**config.mk**
```make
export PLATFORM = sky130hd
export DESIGN_NAME = i2s_tx
export DESIGN_NICKNAME = d
export VERILOG_FILES = /design/src/rtl/i2s_pkg.sv /design/src/rtl/i2s_clkgen.sv /design/src/rtl/i2s_tx.sv
export SDC_FILE = /design/constraint.sdc
export NUM_CORES = 1
export LEC_CHECK = 0
export CORE_UTILIZATION = 25
export CTS_BUF_LIST = sky130_fd_sc_hd__clkbuf_16
export DETAILED_ROUTE_END_ITERATION = 8
export PLACE_DENSITY = 0.5
export SLEW_MARGIN = 20
export SYNTH_ARGS = -nofsm -noshare
export SYNTH_HDL_FRONTEND = slang
export SYNTH_SLANG_ARGS = --single-unit
```
**constraint.sdc**
```tcl
create_clock -name clk -period 6.36 [get_ports clk]
set_input_delay 1.908 -clock clk [delete_from_list [all_inputs] [get_ports clk]]
set_output_delay 1.908 -clock clk [all_outputs]
set_load 0.01 [all_outputs]
```
**src/rtl/i2s_pkg.sv**
```systemverilog
// i2s_pkg: shared widths, stereo sample type and a counter-width helper for the I2S transmitter.
package i2s_pkg;
   localparam int SAMPLE_W     = 24;
   localparam int SLOT_W       = 32;
   localparam int BCLK_DIV_DEF = 4;
   localparam int FRAME_BITS   = 2*SLOT_W;
   typedef struct packed {
      logic signed [SAMPLE_W-1:0] left;
      logic signed [SAMPLE_W-1:0] right;
   } stereo_sample_t;
   function automatic int cw(input int x);
      return (x > 1) ? $clog2(x) : 1;
   endfunction
endpackage

```
**src/rtl/i2s_clkgen.sv**
```systemverilog
// i2s_clkgen: BCLK divider and frame bit counter; fall_evt marks each BCLK 1->0 transition.
module i2s_clkgen
   import i2s_pkg::*;
#(
   parameter int SLOT     = SLOT_W,
   parameter int BCLK_DIV = BCLK_DIV_DEF
) (
   input  logic                     clk,
   input  logic                     reset_n,
   output logic                     bclk,
   output logic                     fall_evt,
   output logic                     frame_evt,
   output logic [cw(2*SLOT)-1:0]    bit_cnt
);
   localparam int DW = cw(BCLK_DIV);
   localparam int BW = cw(2*SLOT);
   logic [DW-1:0] div_cnt;
   logic          wrap;
   assign wrap      = div_cnt == DW'(BCLK_DIV-1);
   assign fall_evt  = wrap && bclk;
   assign frame_evt = fall_evt && (bit_cnt == BW'(2*SLOT-1));
   // bit_cnt resets to the last bit so the first fall event starts a frame
   always_ff @(posedge clk or negedge reset_n) begin
      if (!reset_n) begin
         div_cnt <= '0;
         bclk    <= 1'b0;
         bit_cnt <= BW'(2*SLOT-1);
      end else begin
         div_cnt <= wrap ? '0 : div_cnt + 1'b1;
         if (wrap) bclk <= ~bclk;
         if (fall_evt) bit_cnt <= frame_evt ? '0 : bit_cnt + 1'b1;
      end
   end
endmodule

```
**src/rtl/i2s_tx.sv**
```systemverilog
// i2s_tx: stereo Philips I2S transmitter with a one-pair holding register.
// Define I2S_TX_UNDERRUN_ZERO_EN to output silence on underrun instead of repeating the last pair.
module i2s_tx
   import i2s_pkg::*;
#(
   parameter int N        = SAMPLE_W,
   parameter int SLOT     = SLOT_W,
   parameter int BCLK_DIV = BCLK_DIV_DEF
) (
   input  logic                clk,
   input  logic                reset_n,
   input  logic signed [N-1:0] left_in,
   input  logic signed [N-1:0] right_in,
   input  logic                valid_in,
   output logic                ready_out,
   output logic                i2s_bclk,
   output logic                i2s_lrclk,
   output logic                i2s_sdata,
   output logic                underrun
);
   localparam int BW = cw(2*SLOT);
`ifdef I2S_TX_UNDERRUN_ZERO_EN
   localparam bit ZERO_EN = 1'b1;
`else
   localparam bit ZERO_EN = 1'b0;
`endif
   if (N > SLOT-1) begin : g_bad_width
      $error("i2s_tx: N must not exceed SLOT-1");
   end
   logic          fall_evt, frame_evt, accept, hold_full, lr_nxt, sd_nxt;
   logic [BW-1:0] bit_cnt, nb, p;
   logic [2*N-1:0] hold, frame;
   logic [N-1:0]  ch, sh;
   i2s_clkgen #(.SLOT(SLOT), .BCLK_DIV(BCLK_DIV)) u_clkgen (
      .clk       (clk),
      .reset_n   (reset_n),
      .bclk      (i2s_bclk),
      .fall_evt  (fall_evt),
      .frame_evt (frame_evt),
      .bit_cnt   (bit_cnt)
   );
   assign hold_full = !ready_out;
   assign accept    = valid_in && ready_out;
   // serialiser looks ahead to the bit position taking effect at this fall event
   always_comb begin
      nb     = frame_evt ? '0 : bit_cnt + 1'b1;
      lr_nxt = nb >= BW'(SLOT);
      p      = lr_nxt ? nb - BW'(SLOT) : nb;
      ch     = lr_nxt ? frame[N-1:0] : frame[2*N-1:N];
      sh     = ch << (p - 1'b1);
      sd_nxt = (p != '0) && (p <= BW'(N)) && sh[N-1];
   end
   always_ff @(posedge clk or negedge reset_n) begin
      if (!reset_n) begin
         ready_out <= 1'b1;
         underrun  <= 1'b0;
         hold      <= '0;
         frame     <= '0;
         i2s_lrclk <= 1'b0;
         i2s_sdata <= 1'b0;
      end else begin
         underrun  <= frame_evt && !hold_full;
         ready_out <= accept ? 1'b0 : (frame_evt || ready_out);
         if (accept) hold <= {left_in, right_in};
         if (frame_evt) frame <= hold_full ? hold : (ZERO_EN ? '0 : frame);
         if (fall_evt) begin
            i2s_lrclk <= lr_nxt;
            i2s_sdata <= sd_nxt;
         end
      end
   end
endmodule

```
==> run metrics, run 1 <==
vias in the first global route 3375; H-tree depth 3; post-layout util 31.0%; initial drt markers 167; HP Class flop to flop; Initial Util 25.6%; crit-path max FO 5; Lkg Pwr 2.69 nW; hold buffers post-CTS 0; DP Cell Count 687; Die W 144 µm; # diodes 0; clock sink count 109; First-pass DRT Iterations 4; R2R depth 7; r2r setup slk 3.14 ns; period utilization 53.5%; routed vias 3161; FMAX 294 MHz; Max IR drop VDD 0.125 mV; MaxCap Viol Count 0; reg2reg end i2s_sdata; max_slew headroom 32.7%; Final GP Congestion 0.834; Post-synth EDFFs 0; CTS tree yes; fin crit period 3.40 ns; Post-CTS Setup Bufs 0; post-CTS resize count 0; number of stages on the worst setup path 1; Clock Tree Buf Depth 2; Clock Skews 0.0101 ns; ys async rst share 100%; Cell Area, Synth 0.00502 mm²; Routed Antenna Nets 0; non-filler instance count after layout 703; sequential area share after synthesis 54.6%; area of the multi-input gates 0.00216 mm²; Yosys reg bits 109; FP Rows 51; CP Data Arrival Time 1.49 ns; Area Growth Syn to Fin 21.1%; PwrDens 208 mW/mm²; GRT overflow 0; slew at the pin with the worst max-slew slack 1.00 ns; synth warn 0; core box area 0.0196 mm²; Critical Path RT 4.45 ns; max-slew violations 0; DRC errors left 0; share of layout cells above drive strength 1 30.1%; Final Hold Fails 0; Post-synth top cells 102 x dfrtp_1, 96 x mux2_2, 20 x o21ai_0, 19 x nand2_1; WL final 11.0 mm; critical path endpoint category primary output; total track usage 11.8%; synth unique cells 59; Yosys top cell by area dfrtp_1; drt wl/cell 15.7 µm; die height 144 µm; ys flop type dfrtp_1; CTS clk-pin slew, worst paths 0.07 ns; syn_area_per_cell 12.9 µm²; Final Setup Violations 0; WP buf/inv 1; Sequential Area 0.00274 mm²; first-pass GRT wire length 18.2 mm; crit path launch ready_out; Post-Syn Instances 389; Startpoint Class flop; clk root buf clkbuf_16; Setup crit end ready_out; Hold Slack 0.432 ns; reg2reg start u_clkgen.bit_cnt[0]; CP cell instances clkdlybuf4s50_1; Synth top area share 50.9%; drt via density 4.50; DP Wirelength 7.70 mm; clock buffer count from CTS 9; RSZ-0062 raised after global routing no; slowest stage cell, crit path dfstp_2; setup total negative slack 0 ns; CP Class flop to primary output; die area 0.0206 mm²; syn nets 443; Synth area leaders dfrtp_1 51%, mux2_2 22%, dfstp_2 3.7%; clk_lat worst skew 0.36 ns; Top delay family on crit path flip-flops; io pins 56; CP peak stage delay 0.59 ns; # fillers 1975; fin nets 487; initial antenna violation count 0; IO buf count 55; status complete, no violations; most common cell in the synthesized netlist dfrtp_1; largest net degree at the start of global routing 60
registers in the layout, indices dropped and copies added, names as in the netlist:
register          flops
frame                48
hold                 48
i2s_lrclk             1
i2s_sdata             1
ready_out             1
u_clkgen.bclk         1
u_clkgen.bit_cnt      6
u_clkgen.div_cnt      2
underrun              1
cell type report:
type,instances,area share (%)
flip-flops and latches,109,45.0
inverters,3,0.185
well taps,265,5.46
clock inverters,7,0.803
clock buffers,9,3.71
multi-input cells,253,35.5
repair buffers,57,9.27
cell families after synthesis:
logic type / after synthesis / share of synthesized area [%]
muxes: 102 / 22.7
xor gates and xnor gates: 4 / 0.699
and+or+nand+nor: 69 / 7.71
adders and majority gates: 3 / 0.748
buffers and inverters: 27 / 2.67
AOI/OAI and AO/OA: 75 / 10.9
DFF: 109 / 54.6
routing by layer:
metal / up-vias / track usage, % / routed length [µm]
met4: 0 / 4.59 / 227
li1: 1523 / - / -
met1: 1564 / 15.4 / 5190
met3: 16 / 3.07 / 374
met2: 58 / 18.4 / 5240
met5: - / 0 / 0
report_power, final:
group | total, W | switching [W] | internal [W]
registers | 0.000693 | 0 | 0.000693
clock network | 0.000526 | 0.000258 | 0.000267
logic | 0.0000450 | 0.0000180 | 0.0000271
total | 0.00126 | 0.000276 | 0.000987
stage by stage:
| step | power [W] | setup slack [ns] | cell area [µm²] |
|---|---|---|---|
| finish | 0.00126 | 2.96 | 6070 |
| global route | 0.00132 | 2.90 | 6070 |
| CTS | 0.00129 | 2.95 | 6070 |
| detailed placement | 0.000753 | 2.57 | 5800 |
| global placement | 0.000753 | 2.60 | 5800 |
| floorplan | 0.000707 | 3.18 | 5020 |
how the worst min path moves through the flow:
stage	cells after the start	start	slack, ns	to
after CTS	1	u_clkgen.div_cnt[0]	0.44	u_clkgen.div_cnt[0]
after floorplan	1	u_clkgen.div_cnt[0]	0.41	u_clkgen.div_cnt[0]
after global routing	1	u_clkgen.div_cnt[0]	0.45	u_clkgen.div_cnt[0]
final	1	u_clkgen.div_cnt[0]	0.43	u_clkgen.div_cnt[0]
after global placement	1	u_clkgen.div_cnt[0]	0.42	u_clkgen.div_cnt[0]
after detailed placement	1	u_clkgen.div_cnt[0]	0.42	u_clkgen.div_cnt[0]
placed cells by master, fill, tap and decap left out, types with 4 or more instances in the layout:
master,instances
nand2_1,18
clkbuf_16,9
clkdlybuf4s50_1,54
mux2i_1,6
and2_1,4
o21ai_0,20
mux2_2,96
dfrtp_1,102
nor2_1,7
a21boi_0,5
a211oi_1,10
dfstp_2,7
nand3_1,13
a21oi_1,6
a21o_1,4
(Power assumes the default switching activity.)
==> run 2: changes to the inputs <==
==> constraint.sdc (replaced) <==
create_clock -name clk -period 3.56 [get_ports clk]
set_input_delay 1.068 -clock clk [delete_from_list [all_inputs] [get_ports clk]]
set_output_delay 1.068 -clock clk [all_outputs]
set_load 0.01 [all_outputs]
==> run 2 against run 1 <==
Net effect:
- critical path depth is 6 higher
- clock skew is 0.0022 ns lower
- die area stayed put
- worst hold slack better by 0.0085 ns
==> run metrics, run 2 (synthesis gave the netlist of run 1 again) <==
CP Class flop to flop (was flop to primary output); max_slew headroom 45.4% (was 32.7%); # fillers 1998 (was 1975); max-slew violations 0 (unchanged); critical path endpoint category flop (was primary output); Die W 144 µm (unchanged); Initial Util 25.6% (unchanged); Startpoint Class flop (unchanged); Final Hold Fails 0 (unchanged); share of layout cells above drive strength 1 31.0% (was 30.1%); Finished Cell Area 0.00617 mm² (was 0.00607 mm²); PnR worst setup slack 0.477 ns (was 2.96 ns); DP Wirelength 8.24 mm (was 7.70 mm); period utilization 86.6%; CP Data Arrival Time 3.35 ns (was 1.49 ns); clock power share 44.7% (was 41.6%); FMAX 324 MHz; die area 0.0206 mm² (unchanged); fin crit period 3.08 ns; WL final 11.6 mm (was 11.0 mm); commonest cells after routing, fill and taps aside 102 x dfrtp_1, 96 x mux2_2, 54 x clkdlybuf4s50_1 (unchanged); RSZ-0062 raised after global routing no (unchanged); FP Rows 51 (unchanged); initial drt markers 172 (was 167); crit-path max FO 15 (was 5); Clock Skews 0.00781 ns (was 0.0101 ns); die height 144 µm (unchanged); CTS tree yes (unchanged); # diodes 0 (unchanged); largest net degree at the start of global routing 53 (was 60); clk_lat worst skew 0.35 ns (was 0.36 ns); Lkg Pwr 2.73 nW (was 2.69 nW); IO buf count 55 (unchanged); Largest regs frame x48, hold x48, u_clkgen.bit_cnt x6 (unchanged); Flop pwr share 51.8% (was 54.8%); first-pass GRT wire length 19.1 mm (was 18.2 mm); area of the multi-input gates 0.00215 mm² (was 0.00216 mm²); setup total negative slack 0 ns (unchanged); drt via density 4.64 (was 4.50); total track usage 12.3% (was 11.8%); PwrDens 387 mW/mm² (was 208 mW/mm²); Hold Crit Start u_clkgen.div_cnt[0] (unchanged); total power 0.00239 W (was 0.00126 W); HP Class flop to flop (unchanged); io pins 56 (unchanged); post-CTS resize count 0 (unchanged); DRC errors left 0 (unchanged); combinational power share 3.4% (was 3.6%); core box area 0.0196 mm² (unchanged); First-pass DRT Iterations 4 (unchanged); Max IR drop VDD 0.210 mV (was 0.125 mV); Critical Path RT 3.82 ns (was 4.45 ns); M1 wire length 5.23 mm (was 5.19 mm); routed vias 3278 (was 3161); dpl cell area 0.00585 mm² (was 0.00580 mm²); fin nets 491 (was 487); CTS clk-pin slew, worst paths 0.07 ns (about the same); Post-CTS Setup Bufs 0 (unchanged); metal2 WL 5.83 mm (was 5.24 mm); sw power 0.000486 W (was 0.000276 W); Final GP Congestion 0.768 (was 0.834); Final Setup Violations 0 (unchanged); commonest non-fill, non-tap cell in the layout dfrtp_1 (unchanged); initial antenna violation count 0 (unchanged); hold buffers post-CTS 0 (unchanged); Sequential Area 0.00274 mm² (unchanged); internal power 0.00190 W (was 0.000987 W); Clock Tree Buf Depth 2 (unchanged); status complete, no violations (unchanged); Routed Antenna Nets 0 (unchanged); clk root buf clkbuf_16 (unchanged); slew at the pin with the worst max-slew slack 0.813 ns (was 1.00 ns); clock sink count 109 (unchanged); vias in the first global route 3530 (was 3375); WL met3 383 µm (was 374 µm); clock buffer count from CTS 9 (unchanged); crit path launch u_clkgen.bit_cnt[0] (was ready_out); dpl ws 0.524 ns (was 2.57 ns); highest layer used for signal routing met4 (unchanged); Sw Ratio 20.3% (was 21.9%); MaxCap Viol Count 0 (unchanged); reg2reg start u_clkgen.bit_cnt[0] (unchanged); H-tree depth 3 (unchanged); Area Growth Syn to Fin 22.9% (was 21.1%); drt wl/cell 16.4 µm (was 15.7 µm); GRT overflow 0 (unchanged)
-- run 2: final cells by class --
cell class                 instances  share of cell area, %
inverter                           3                  0.183
multi-input combinational        253                   34.9
tap                              265                   5.38
timing repair buffer              61                   10.0
sequential                       109                   44.4
clock inverter                     7                   1.46
clock buffer                       9                   3.65
-- run 2: layer usage --
metal	vias up	global-route usage (%)
li1	1531	-
met1	1678	15.2
met2	55	20.7
met3	14	3.00
met4	0	4.20
met5	-	0
-- run 2: path summary, 6_finish.rpt --
check / end / slack, ns / cells past startpoint
setup / recovery: i2s_sdata / 0.48 / 7
hold / removal: u_clkgen.div_cnt[0] / 0.44 / 1
max in group asynchronous: ready_out / 2.16 / 2
setup reg to reg: i2s_sdata / 0.48 / 7
hold reg to reg: u_clkgen.div_cnt[0] / 0.44 / 1
min in group asynchronous: hold[17] / 0.70 / 1
-- run 2: critical path, stage by stage, from the launching register on --
cell,delay [ns]
dfstp_2,0.69
ha_1,0.38
nand4_1,0.27
nor2_2,0.44
nor3_1,0.24
a221o_1,0.37
o41a_1,0.33
nor4_2,0.26
-- run 2: metrics by stage --
step / cells / hold WS (ns) / utilization, %
floorplan: 389 / 0.407 / -
global placement: 691 / 0.419 / 29.9
detailed placement: 691 / 0.427 / 29.9
CTS: 707 / 0.444 / 31.5
global route: 707 / 0.470 / 31.5
finish: 707 / 0.440 / 31.5
-- run 2: power groups by stage --
stage                     Combinational [W]  Clock, W  Sequential [W]
after CTS                         0.0000859   0.00111         0.00124
after global placement            0.0000844         0         0.00126
after floorplan                 0.000000593         0         0.00126
after global routing              0.0000922   0.00117         0.00124
after detailed placement          0.0000857         0         0.00126
final                             0.0000822   0.00107         0.00124
